<file path="config.mk">
export PLATFORM = sky130hd
export DESIGN_NAME = swd_gate_ctrl
export DESIGN_NICKNAME = d
export VERILOG_FILES = /design/src/rtl/swd_gate_ctrl.sv
export SDC_FILE = /design/constraint.sdc
export NUM_CORES = 1
export LEC_CHECK = 0
export CAP_MARGIN = 10
export CELL_PAD_IN_SITES_DETAIL_PLACEMENT = 0
export CELL_PAD_IN_SITES_GLOBAL_PLACEMENT = 1
export CORE_ASPECT_RATIO = 2
export CORE_UTILIZATION = 40
export CTS_BUF_LIST = sky130_fd_sc_hd__clkbuf_16
export DETAILED_ROUTE_END_ITERATION = 7
export GPL_ROUTABILITY_DRIVEN = 0
export HOLD_SLACK_MARGIN = 0.05
export PLACE_DENSITY = 0.69
export SLEW_MARGIN = 20
export SYNTH_ARGS = -nofsm -noshare
export SYNTH_HDL_FRONTEND = slang
export SYNTH_SLANG_ARGS = --single-unit
export TNS_END_PERCENT = 20
</file>
<file path="constraint.sdc">
create_clock -name clk -period 3.5 [get_ports clk]
set_input_delay 1.05 -clock clk [delete_from_list [all_inputs] [get_ports clk]]
set_output_delay 1.05 -clock clk [all_outputs]
set_load 0.005 [all_outputs]
</file>
<file path="src/rtl/swd_gate_ctrl.sv">
// SWD probe gate: keeps SWCLK/SWDIO disconnected until a 4-byte key arrives,
// locks out repeated bad attempts and relocks when the probe goes quiet.
module swd_gate_ctrl #(
   parameter logic [31:0] KEY            = 32'hA5C3_5A3C,
   parameter int          IDLE_CYCLES    = 1000,
   parameter int          GAP_CYCLES     = 100,
   parameter int          LOCKOUT_CYCLES = 500,
   parameter int          MAX_FAILS      = 3
) (
   input  logic       clk,
   input  logic       rst_n,
   input  logic       code_valid,
   input  logic [7:0] code_byte,
   input  logic       lock_req,
   input  logic       swclk_in,
   output logic       enable,
   output logic       led_status,
   output logic       locked_out,
   output logic [1:0] state_o
);

   typedef enum logic [1:0] {
      ST_LOCKED    = 2'd0,
      ST_RECEIVING = 2'd1,
      ST_UNLOCKED  = 2'd2,
      ST_LOCKOUT   = 2'd3
   } state_t;

   localparam int IDLE_W = $clog2(IDLE_CYCLES + 1);
   localparam int GAP_W  = $clog2(GAP_CYCLES + 1);
   localparam int LOCK_W = $clog2(LOCKOUT_CYCLES + 1);
   localparam int FAIL_W = $clog2(MAX_FAILS + 1);

   localparam logic [IDLE_W-1:0] IDLE_LAST = IDLE_W'(IDLE_CYCLES - 1);
   localparam logic [IDLE_W-1:0] IDLE_MAX  = IDLE_W'(IDLE_CYCLES);
   localparam logic [GAP_W-1:0]  GAP_LAST  = GAP_W'(GAP_CYCLES - 1);
   localparam logic [GAP_W-1:0]  GAP_MAX   = GAP_W'(GAP_CYCLES);
   localparam logic [LOCK_W-1:0] LOCK_LAST = LOCK_W'(LOCKOUT_CYCLES - 1);
   localparam logic [LOCK_W-1:0] LOCK_MAX  = LOCK_W'(LOCKOUT_CYCLES);
   localparam logic [FAIL_W-1:0] FAIL_MAX  = FAIL_W'(MAX_FAILS);

   // Byte 0 of the key sits in the most significant byte.
   function automatic logic [7:0] key_byte(input logic [1:0] idx);
      return KEY[8*(3-int'(idx)) +: 8];
   endfunction

   state_t              state_q, state_d;
   logic [1:0]          idx_q, idx_d;
   logic                mismatch_q, mismatch_d;
   logic [FAIL_W-1:0]   fail_cnt_q, fail_cnt_d;
   logic [GAP_W-1:0]    gap_cnt_q, gap_cnt_d;
   logic [IDLE_W-1:0]   idle_cnt_q, idle_cnt_d;
   logic [LOCK_W-1:0]   lockout_cnt_q, lockout_cnt_d;
   logic                enable_q, enable_d;
   logic                locked_out_q, locked_out_d;
   logic                sync1_q, sync2_q, sync3_q;

   logic                swclk_rise;
   logic                byte_bad;
   logic                relock;
   logic                key_done;
   logic                key_ok;
   logic                gap_expire;
   logic                attempt_fail;
   logic                fail_limit;
   logic                idle_expire;
   logic                lockout_done;
   logic [FAIL_W-1:0]   fail_inc;

   // Two-flop synchronizer plus an edge register for the probe clock.
   always_ff @(posedge clk or negedge rst_n) begin
      if (!rst_n) begin
         sync1_q <= 1'b0;
         sync2_q <= 1'b0;
         sync3_q <= 1'b0;
      end else begin
         sync1_q <= swclk_in;
         sync2_q <= sync1_q;
         sync3_q <= sync2_q;
      end
   end

   assign swclk_rise = sync2_q & ~sync3_q;

   always_comb begin
      byte_bad     = (code_byte != key_byte(idx_q));
      fail_inc     = (fail_cnt_q == FAIL_MAX) ? fail_cnt_q : fail_cnt_q + 1'b1;
      relock       = lock_req && (state_q != ST_LOCKOUT);
      key_done     = (state_q == ST_RECEIVING) && code_valid && !lock_req && (idx_q == 2'd3);
      key_ok       = key_done && !mismatch_q && !byte_bad;
      gap_expire   = (state_q == ST_RECEIVING) && !code_valid && !lock_req &&
                     (gap_cnt_q == GAP_LAST);
      attempt_fail = (key_done && !key_ok) || gap_expire;
      fail_limit   = (fail_inc >= FAIL_MAX);
      idle_expire  = (state_q == ST_UNLOCKED) && !lock_req && !swclk_rise &&
                     (idle_cnt_q == IDLE_LAST);
      lockout_done = (state_q == ST_LOCKOUT) && (lockout_cnt_q == LOCK_LAST);
   end

   always_ff @(posedge clk or negedge rst_n) begin
      if (!rst_n) begin
         state_q <= ST_LOCKED;
      end else begin
         state_q <= state_d;
      end
   end

   always_comb begin
      state_d = state_q;
      unique case (state_q)
         ST_LOCKED: begin
            if (!lock_req && code_valid) state_d = ST_RECEIVING;
         end
         ST_RECEIVING: begin
            if (relock)            state_d = ST_LOCKED;
            else if (key_ok)       state_d = ST_UNLOCKED;
            else if (attempt_fail) state_d = fail_limit ? ST_LOCKOUT : ST_LOCKED;
         end
         ST_UNLOCKED: begin
            if (relock || idle_expire) state_d = ST_LOCKED;
         end
         ST_LOCKOUT: begin
            if (lockout_done) state_d = ST_LOCKED;
         end
         default: state_d = ST_LOCKED;
      endcase
   end

   // Key progress only lives while receiving; leaving that state discards it.
   always_comb begin
      idx_d         = 2'd0;
      mismatch_d    = 1'b0;
      gap_cnt_d     = '0;
      idle_cnt_d    = '0;
      lockout_cnt_d = '0;
      fail_cnt_d    = fail_cnt_q;

      if (state_d == ST_RECEIVING) begin
         if (code_valid) begin
            idx_d      = idx_q + 2'd1;
            mismatch_d = mismatch_q | byte_bad;
         end else begin
            idx_d      = idx_q;
            mismatch_d = mismatch_q;
            gap_cnt_d  = (gap_cnt_q == GAP_MAX) ? gap_cnt_q : gap_cnt_q + 1'b1;
         end
      end

      if ((state_q == ST_UNLOCKED) && (state_d == ST_UNLOCKED) && !swclk_rise) begin
         idle_cnt_d = (idle_cnt_q == IDLE_MAX) ? idle_cnt_q : idle_cnt_q + 1'b1;
      end

      if ((state_q == ST_LOCKOUT) && (state_d == ST_LOCKOUT)) begin
         lockout_cnt_d = (lockout_cnt_q == LOCK_MAX) ? lockout_cnt_q : lockout_cnt_q + 1'b1;
      end

      if (key_ok || lockout_done) begin
         fail_cnt_d = '0;
      end else if (attempt_fail) begin
         fail_cnt_d = fail_inc;
      end
   end

   always_ff @(posedge clk or negedge rst_n) begin
      if (!rst_n) begin
         idx_q         <= 2'd0;
         mismatch_q    <= 1'b0;
         fail_cnt_q    <= '0;
         gap_cnt_q     <= '0;
         idle_cnt_q    <= '0;
         lockout_cnt_q <= '0;
      end else begin
         idx_q         <= idx_d;
         mismatch_q    <= mismatch_d;
         fail_cnt_q    <= fail_cnt_d;
         gap_cnt_q     <= gap_cnt_d;
         idle_cnt_q    <= idle_cnt_d;
         lockout_cnt_q <= lockout_cnt_d;
      end
   end

   // Outputs are registered from the next state so they change with state_o.
   always_comb begin
      enable_d     = (state_d == ST_UNLOCKED);
      locked_out_d = (state_d == ST_LOCKOUT);
   end

   always_ff @(posedge clk or negedge rst_n) begin
      if (!rst_n) begin
         enable_q     <= 1'b0;
         locked_out_q <= 1'b0;
      end else begin
         enable_q     <= enable_d;
         locked_out_q <= locked_out_d;
      end
   end

   assign enable     = enable_q;
   assign led_status = enable_q;
   assign locked_out = locked_out_q;
   assign state_o    = state_q;

endmodule

</file>
==> run summary, run 1 <==
crit start category = primary input
HPWL after DPL = 3.24 mm
DR vias/cell = 5.47
wire length per cell = 15.0 um
switching share of total power = 18.8%
layout filler cell count = 473
CP Cell Sequence = clkdlybuf4s50_1 -> and2_1 -> a31oi_2 -> o221ai_1 -> a21o_2 -> nor4_1
Multi-input gate area = 1030 um^2
die width = 53.0 um
Die Y = 104 um
number of global-route vias before repair = 1676
PnR worst setup slack = 840 ps
Worst-path clk slew = 60 ps
sequential cell area fraction in the yosys report = 45.8%
final hold vios = 0
Rel. slew slack = 43.9%
DIE AREA = 5510 um^2
NetSw = 182 uW
Combinational Power Share = 3.0%
Flop pwr share = 45.5%
cell family with most CP delay = compound AO/OA/AOI/OAI gates
Overflow after GRT = 0
FMAX = 0.376 GHz
drt first pass iters = 4
FFs w/ async S/R, synth = 100%
EDFF count, synth = 0
antenna violations before repair = 0
Reg area = 951 um^2
slowest stage delay, CP = 550 ps
Root Driver = clkbuf_16
# rows = 36
Tcrit/Tclk final = 76.0%
kind of critical path = primary input to flop
top cell type's share of synthesized area = 45.8%
post-synth cell types = 49
fin. max-slew vios = 0
Diodes inserted = 0
Starting Density = 42.3%
Power Dens Cells = 399 nW/um^2
cells after synthesis = 211
Total GRT Usage = 18.6%
Final setup viols = 0
total negative slack = 0 ps
IO buf count = 17
max-capacitance violation count = 0
Post-DRT Antenna Nets = 0
Hold-fix buffers, CTS = 0
Setup Skew = 3.80 ps
RSZ-0062 raised after global routing = no
count of nets after finishing = 248
Cell Area, Synth = 2080 um^2
Post-CTS Setup Bufs = 0
CP endpoint kind = flop
largest fanout on the critical path = 13
Static Leak = 0.000968 uW
DRC viols = 0
Avg Inst Size Synth = 9.85 um^2
post-synth top area cell = dfrtp_1
Area growth syn-to-layout = 17.0%
Total Wirelength = 4.29 mm
Synth Net Count = 231
VDD IR max = 0.000414 V
Sink Count = 38
Num CTS Buffers = 5
post-cts resize count = 0
Bufs and invs on worst path = 1
CTS Buffer Depth = 2
htree depth = 2
most frequent cell after synthesis = dfrtp_1
num ports = 18
minimum clock period = 2660 ps
via count = 1563
layout cells sized above 1 = 9.17%
run status = finished clean
Slowest cell on crit path = clkdlybuf4s50_1
Clock Latency Late Sink = 280 ps
CP Data Required Time = 3670 ps
CTS tree = built
post-route design area = 2430 um^2
Yosys Warn Count = 0
worst hold path type = flop to flop
Setup WS pre-CTS = 542 ps
Yosys reg bits = 38
first-pass GRT wire length = 7.68 mm
most common library cells after synthesis = 38 x dfrtp_1, 31 x nor2_1, 15 x nand2_1, 15 x xnor2_1, 14 x nand3_1
placed inst area = 2270 um^2
core area = 4910 um^2
clock network fraction of total power = 51.4%
Most used DFF post-synth = dfrtp_1
number of DRC markers in iteration 0 = 24
worst path arrival time = 2830 ps
Least-Margin Pin Slew = 842 ps
P_int = 789 uW
largest net degree at the start of global routing = 39
Synth area leaders = dfrtp_1 46%, xnor2_1 6.3%, nor2_1 5.6%
-- worst register-to-register path: cells and delay by family, from the launching register on --
| family | cells | cell delay, ps |
|---|---|---|
| flops | 1 | 410 |
| mux | 1 | 210 |
| fa+ha+maj | 1 | 330 |
| simple gates | 1 | 280 |
| compound gates | 3 | 800 |
-- cell usage in the layout (no fill, tap or decap), types with 5 or more instances in the layout --
master,instances
dfrtp_1,38
nor2_1,31
clkdlybuf4s50_1,16
nand2_1,15
xnor2_1,15
nand3_1,14
inv_1,13
nor3_1,9
ha_1,7
mux2i_1,6
nor4_1,5
clkbuf_16,5
-- per-layer routing --
metal | vias up | wire, um | GRT usage [%]
met3 | 7 | 63 | 3.80
met4 | 0 | 82 | 7.71
met1 | 782 | 1660 | 19.5
li1 | 760 | - | -
met2 | 14 | 2490 | 33.6
met5 | - | 0 | 0
-- stage by stage --
step / power (uW) / util, % / hold WS, ps / std cells
2_1_floorplan: 456 / - / 331 / 211
3_3_place_gp: 479 / 46.2 / 333 / 278
3_5_place_dp: 480 / 46.2 / 337 / 278
4_1_cts: 988 / 49.5 / 353 / 286
5_1_grt: 1000 / 49.5 / 368 / 286
6_report: 971 / 49.5 / 351 / 286
-- final cells by class --
cell class | count | share of cell area, %
Multi-Input combinational cell | 153 | 42.4
Sequential cell | 38 | 39.1
Timing Repair Buffer | 17 | 6.79
Clock buffer | 5 | 5.15
Tap cell | 57 | 2.93
Inverter | 13 | 2.01
Clock inverter | 3 | 1.65
-- kinds of logic after synthesis --
family                   share of synthesized area, %
AO/OA/AOI/OAI                                    8.85
XOR/XNOR                                         8.01
adder cells (fa/ha/maj)                          4.21
buffers and inverters                            4.70
flip-flops                                       45.8
multiplexers                                     2.89
AND/OR/NAND/NOR                                  25.6
-- power by group through the flow --
stage | combinational [uW] | clock (uW) | sequential [uW]
after global routing | 33.0 | 528 | 442
final | 29.5 | 499 | 442
after floorplan | 6.47 | 0 | 450
after CTS | 30.5 | 516 | 442
after detailed placement | 30.4 | 0 | 450
after global placement | 29.7 | 0 | 450
-- registers in the layout, summed over array words and instances, names as in the netlist --
name           count
state_o            2
enable             1
mismatch_q         1
idx_q              2
sync1_q            1
idle_cnt_q        10
sync2_q            1
fail_cnt_q         2
lockout_cnt_q      9
locked_out         1
sync3_q            1
gap_cnt_q          7
-- path summary, 6_finish.rpt --
kind	from	endpoint	slack, ps	cells past startpoint
min in group asynchronous	rst_n	sync1_q$_DFF_PN0_	880	1
worst min register to register	sync1_q$_DFF_PN0_	sync2_q$_DFF_PN0_	350	0
worst max-delay path	code_valid	idx_q[1]$_DFFE_PN0P_	840	6
worst max register to register	idx_q[1]$_DFFE_PN0P_	fail_cnt_q[0]$_DFFE_PN0P_	1360	6
worst min-delay path	sync1_q$_DFF_PN0_	sync2_q$_DFF_PN0_	350	0
max in group asynchronous	rst_n	lockout_cnt_q[1]$_DFFE_PN0P_	2090	1
Note: power is estimated with default switching activity, not from simulation.
==> inputs of run 2 (changes only) <==
- PLACE_DENSITY: 0.69 -> 0.72
- clock period: 3.5 -> 2.4 ns (I/O delays scaled with it)
==> run summary, run 2 (synthesized netlist as in run 1, its figures left out) <==
Hold-fix buffers, CTS = 0 (unchanged)
Reg2Reg Depth = 6 (unchanged)
total negative slack = 0 ps (unchanged)
Die Y = 104 um (unchanged)
largest reg by FF count = idle_cnt_q
Sink Count = 38 (unchanged)
Largest register FFs = 10 (unchanged)
RSZ-0062 raised after global routing = no
Combinational Power Share = 3.5% (+0.5 points)
layout cells sized above 1 = 14.0% (+4.8 points)
Overflow after GRT = 0 (unchanged)
Area growth syn-to-layout = 20.9%
minimum clock period = 2210 ps
crit start category = primary input
commonest non-fill, non-tap cell in the layout = dfrtp_1
overall power = 1320 uW (+36%)
switching share of total power = 20.9% (+2.2 points)
Hold EP = sync2_q$_DFF_PN0_
core area = 4910 um^2 (unchanged)
P_int = 1050 uW (+33%)
final hold vios = 0 (unchanged)
run status = finished clean
Num CTS Buffers = 5 (unchanged)
NetSw = 277 uW (+52%)
Final setup viols = 0 (unchanged)
drt first pass iters = 3 (-1)
largest fanout on the critical path = 13 (unchanged)
Hold Crit Depth = 0 (unchanged)
Tcrit/Tclk final = 92.0%
CP Data Required Time = 2580 ps (-1090 ps)
Root Driver = clkbuf_16
Power Dens Cells = 527 nW/um^2 (+32%)
kind of critical path = primary input to flop
hold_ws = 349 ps (-1.62 ps)
count of nets after finishing = 262 (+5.6%)
R2R Path End = enable$_DFF_PN0_
Static Leak = 0.00102 uW (+5.2%)
Diodes inserted = 0 (unchanged)
Rel. slew slack = 67.7% (+24 points)
CP endpoint kind = flop
Starting Density = 42.3% (unchanged)
largest net degree at the start of global routing = 39 (unchanged)
Crit. Startpoint = code_byte[0]
largest registers = idle_cnt_q: 10 flops, lockout_cnt_q: 9 flops, gap_cnt_q: 7 flops
Total GRT Usage = 18.3% (-0.30 points)
number of DRC markers in iteration 0 = 13 (-46%)
# rows = 36 (unchanged)
Flop pwr share = 48.7% (+3.2 points)
Setup Skew = 6.75 ps (+2.95 ps)
Post-DRT Antenna Nets = 0 (unchanged)
Total Wirelength = 4.18 mm (-2.6%)
DRC viols = 0 (unchanged)
DR vias/cell = 5.31 (-2.9%)
worst hold path type = flop to flop
num ports = 18 (unchanged)
DIE AREA = 5510 um^2 (unchanged)
die width = 53.0 um (unchanged)
post-cts resize count = 0 (unchanged)
wire length per cell = 13.9 um (-7.1%)
R2R Path Start = idx_q[1]$_DFFE_PN0P_
VDD IR max = 0.000392 V (-5.4%)
Post-CTS Setup Bufs = 0 (unchanged)
antenna violations before repair = 0 (unchanged)
most frequent cells in the layout = 38 x dfrtp_1, 31 x nor2_1, 16 x clkdlybuf4s50_1
FMAX = 0.453 GHz
Worst Min Path Start = sync1_q$_DFF_PN0_
htree depth = 2 (unchanged)
max-capacitance violation count = 0 (unchanged)
Util after Layout = 51.2% (+1.7 points)
fin. max-slew vios = 0 (unchanged)
R2R Setup Slk = 330 ps (-1030 ps)
Worst-path clk slew = 60 ps (about the same)
worst path arrival time = 2380 ps (-450 ps)
first-pass GRT wire length = 7.34 mm (-4.4%)
HPWL after DPL = 3.15 mm (-2.6%)
clock network fraction of total power = 47.8% (-3.6 points)
Clock Latency Late Sink = 280 ps (about the same)
CTS Buffer Depth = 2 (unchanged)
CTS tree = built
Least-Margin Pin Slew = 485 ps (-357 ps)
IO buf count = 17 (unchanged)
number of global-route vias before repair = 1594 (-4.9%)
via count = 1592 (+1.9%)
==> run 2: power groups by stage <==
stage / logic, uW / clock network, uW / registers (uW)
3_3_place_gp: 47.3 / 0 / 656
6_report: 46.0 / 633 / 644
2_1_floorplan: 9.44 / 0 / 656
5_1_grt: 51.7 / 668 / 644
3_5_place_dp: 47.6 / 0 / 656
4_1_cts: 47.8 / 654 / 644
==> run 2: layout make-up <==
type / count / area (um^2)
fill: 489 / 2400
clock buffer: 5 / 125
timing repair buffer: 31 / 270
multi-input combinational: 153 / 1030
inverter: 13 / 48.8
clock inverter: 3 / 16.3
sequential: 38 / 951
tap: 57 / 71.3
==> run 2: layer usage <==
metal | vias to the layer above | wire length [um] | share of wire, % | track usage (%)
met4 | 0 | 114 | 2.7 | 9.02
met1 | 774 | 1620 | 39 | 20.4
li1 | 795 | - | - | -
met2 | 14 | 2380 | 57 | 31.9
met5 | - | 0 | 0 | 0
met3 | 9 | 61 | 1.5 | 2.63
==> run 2: how the worst max path moves through the flow <==
stage | cells past startpoint | to | slack (ps)
5_1_grt | 6 | fail_cnt_q[0]$_DFFE_PN0P_ | 10
4_1_cts | 6 | enable$_DFF_PN0_ | 170
6_report | 6 | idx_q[1]$_DFFE_PN0P_ | 190
3_3_place_gp | 6 | fail_cnt_q[0]$_DFFE_PN0P_ | -130
2_1_floorplan | 7 | enable$_DFF_PN0_ | 450
3_5_place_dp | 6 | idx_q[1]$_DFFE_PN0P_ | -120
==> run 2: critical path, stage by stage <==
cell and delay [ps]:
clkdlybuf4s50_1 470, and4b_1 180, mux2i_1 320, nor4_4 100, a21o_2 300, nor4_1 290
==> run 2: through the flow <==
step	cells	setup slack, ps	cell area, um^2
after global placement	292	-130	2370
after detailed placement	292	-124	2370
after floorplan	211	452	2080
final	300	191	2510
after global routing	300	11.8	2510
after CTS	300	169	2510
==> inputs of run 3 (changes only) <==
- CORE_MARGIN: unset -> 10
==> run summary, run 3 (synthesized netlist as in run 1, its figures left out) <==
kind of critical path = primary input to flop
DR vias/cell = 5.24 (-1.2%)
CTS Buffer Depth = 2 (unchanged)
Combinational Power Share = 3.0% (-0.5 points)
Slowest cell on crit path = clkdlybuf4s50_1
R2R Path Start = idx_q[1]$_DFFE_PN0P_
Largest register FFs = 10 (unchanged)
worst path arrival time = 2400 ps (+20 ps)
die width = 71.0 um (+34%)
DRC viols = 0 (unchanged)
CP Cell Sequence = clkdlybuf4s50_1 -> nor4bb_1 -> mux2i_1 -> o31ai_1 -> a21boi_0 -> o211a_1
R2R Setup Slk = 330 ps (about the same)
post-route design area = 2560 um^2 (+1.8%)
IO buf count = 17 (unchanged)
commonest non-fill, non-tap cell in the layout = dfrtp_1
Total Wirelength = 4.33 mm (+3.7%)
Util after Layout = 50.2% (-0.93 points)
first-pass GRT wire length = 7.49 mm (+2.1%)
slowest stage delay, CP = 470 ps (about the same)
Flop pwr share = 41.4% (-7.3 points)
Total GRT Usage = 10.6% (-7.7 points)
DIE AREA = 8650 um^2 (+57%)
Clock Latency Late Sink = 280 ps (about the same)
HPWL after DPL = 3.30 mm (+4.7%)
CP Data Required Time = 2570 ps (about the same)
Sink Count = 38 (unchanged)
Area growth syn-to-layout = 23.1%
most frequent cells in the layout = 38 x dfrtp_1, 31 x nor2_1, 16 x clkdlybuf4s50_1
FMAX = 0.449 GHz (-0.79%)
number of global-route vias before repair = 1688 (+5.9%)
# rows = 37 (+2.8%)
wire length per cell = 14.4 um (+3.7%)
clock network fraction of total power = 55.6% (+7.8 points)
Levels on crit path = 6 (unchanged)
largest reg by FF count = idle_cnt_q
largest net degree at the start of global routing = 39 (unchanged)
minimum clock period = 2230 ps (+17.7 ps)
CTS tree = built
Starting Density = 40.8% (-1.5 points)
RSZ-0062 raised after global routing = no
drt first pass iters = 4 (+1)
CP endpoint kind = flop
crit start category = primary input
post-cts resize count = 0 (unchanged)
fin. max-slew vios = 0 (unchanged)
Power Dens Cells = 608 nW/um^2 (+15%)
via count = 1573 (-1.2%)
max-capacitance violation count = 0 (unchanged)
htree depth = 2 (unchanged)
switching share of total power = 18.7% (-2.2 points)
NetSw = 290 uW (+5.0%)
Critical Path End = fail_cnt_q[0]$_DFFE_PN0P_
placed inst area = 2360 um^2 (-0.26%)
cell family with most CP delay = compound AO/OA/AOI/OAI gates
layout cells sized above 1 = 14.0% (+0.058 points)
count of nets after finishing = 261 (-0.38%)
Tcrit/Tclk final = 92.8% (+0.74 points)
total negative slack = 0 ps (unchanged)
R2R Path End = fail_cnt_q[0]$_DFFE_PN0P_
largest fanout on the critical path = 3 (-10)
Crit. Startpoint = code_byte[2]
largest registers = idle_cnt_q: 10 flops, lockout_cnt_q: 9 flops, gap_cnt_q: 7 flops
PnR worst setup slack = 174 ps (-17.7 ps)
antenna violations before repair = 0 (unchanged)
core area = 5090 um^2 (+3.7%)
worst hold path type = flop to flop
Reg2Reg Depth = 6 (unchanged)
Root Driver = clkbuf_16
P_int = 1260 uW (+21%)
Static Leak = 0.00104 uW (+2.3%)
Hold-fix buffers, CTS = 0 (unchanged)
VDD IR max = 0.000364 V (-7.1%)
Post-CTS Setup Bufs = 0 (unchanged)
Die Y = 122 um (+17%)
Rel. slew slack = 67.7% (about the same)
Post-DRT Antenna Nets = 0 (unchanged)
Diodes inserted = 0 (unchanged)
Final setup viols = 0 (unchanged)
number of DRC markers in iteration 0 = 68 (+55)
Hold Crit Depth = 0 (unchanged)
Bufs and invs on worst path = 1 (unchanged)
Overflow after GRT = 0 (unchanged)
Setup WS pre-CTS = -141 ps (-16.7 ps)
run status = finished clean
Num CTS Buffers = 5 (unchanged)
final hold vios = 0 (unchanged)
Worst-path clk slew = 60 ps (about the same)
Setup Skew = 5.58 ps (-1.17 ps)
Least-Margin Pin Slew = 484 ps (-0.996 ps)
num ports = 18 (unchanged)
==> run 3: changes by cell type in the layout (fill, tap and decap cells not counted), sizes merged <==
| cell | previous run | this run |
|---|---|---|
| bufinv | 0 | 2 |
| buf | 15 | 14 |
| clkinv | 2 | 1 |
| clkinvlp | 1 | 0 |
==> run 3: stage by stage <==
stage	cells	hold slack [ps]	power, uW
floorplan	211	331	665
global placement	292	334	703
detailed placement	292	335	704
CTS	300	349	1570
global route	300	356	1600
finish	300	349	1550
==> run 3: power by group through the flow <==
| stage | clock network, uW | registers [uW] | logic (uW) |
|---|---|---|---|
| after global placement | 0 | 656 | 47.5 |
| after floorplan | 0 | 656 | 9.44 |
| after CTS | 878 | 644 | 48.2 |
| after detailed placement | 0 | 656 | 48.1 |
| after global routing | 905 | 644 | 51.5 |
| final | 864 | 644 | 46.3 |
==> run 3: cell type report <==
type | count | area [um^2]
flip-flops and latches | 38 | 951
clock inverters | 3 | 68.8
well taps | 58 | 72.6
repair buffers | 30 | 263
fillers | 500 | 2530
inverters | 13 | 48.8
multi-input cells | 153 | 1030
clock buffers | 5 | 125
==> run 3: how the worst min path moves through the flow <==
stage | from | endpoint
finish | sync1_q$_DFF_PN0_ | sync2_q$_DFF_PN0_
global route | sync1_q$_DFF_PN0_ | sync2_q$_DFF_PN0_
CTS | sync1_q$_DFF_PN0_ | sync2_q$_DFF_PN0_
detailed placement | sync1_q$_DFF_PN0_ | sync2_q$_DFF_PN0_
global placement | sync1_q$_DFF_PN0_ | sync2_q$_DFF_PN0_
floorplan | sync1_q$_DFF_PN0_ | sync2_q$_DFF_PN0_
==> run 3: worst register-to-register path: cells and delay by family, from the launching register on <==
kind / cells / cell delay (ps)
AOI/OAI and AO/OA: 3 / 730
DFF: 1 / 420
adders and majority gates: 1 / 320
and+or+nand+nor: 1 / 290
muxes: 1 / 200
==> run 3: per-layer routing <==
| metal | wire length [um] | vias up | track usage, % |
|---|---|---|---|
| met5 | 0 | - | 0 |
| li1 | - | 792 | - |
| met3 | 121 | 8 | 2.36 |
| met1 | 1630 | 758 | 10.0 |
| met4 | 99 | 0 | 5.84 |
| met2 | 2480 | 15 | 20.1 |
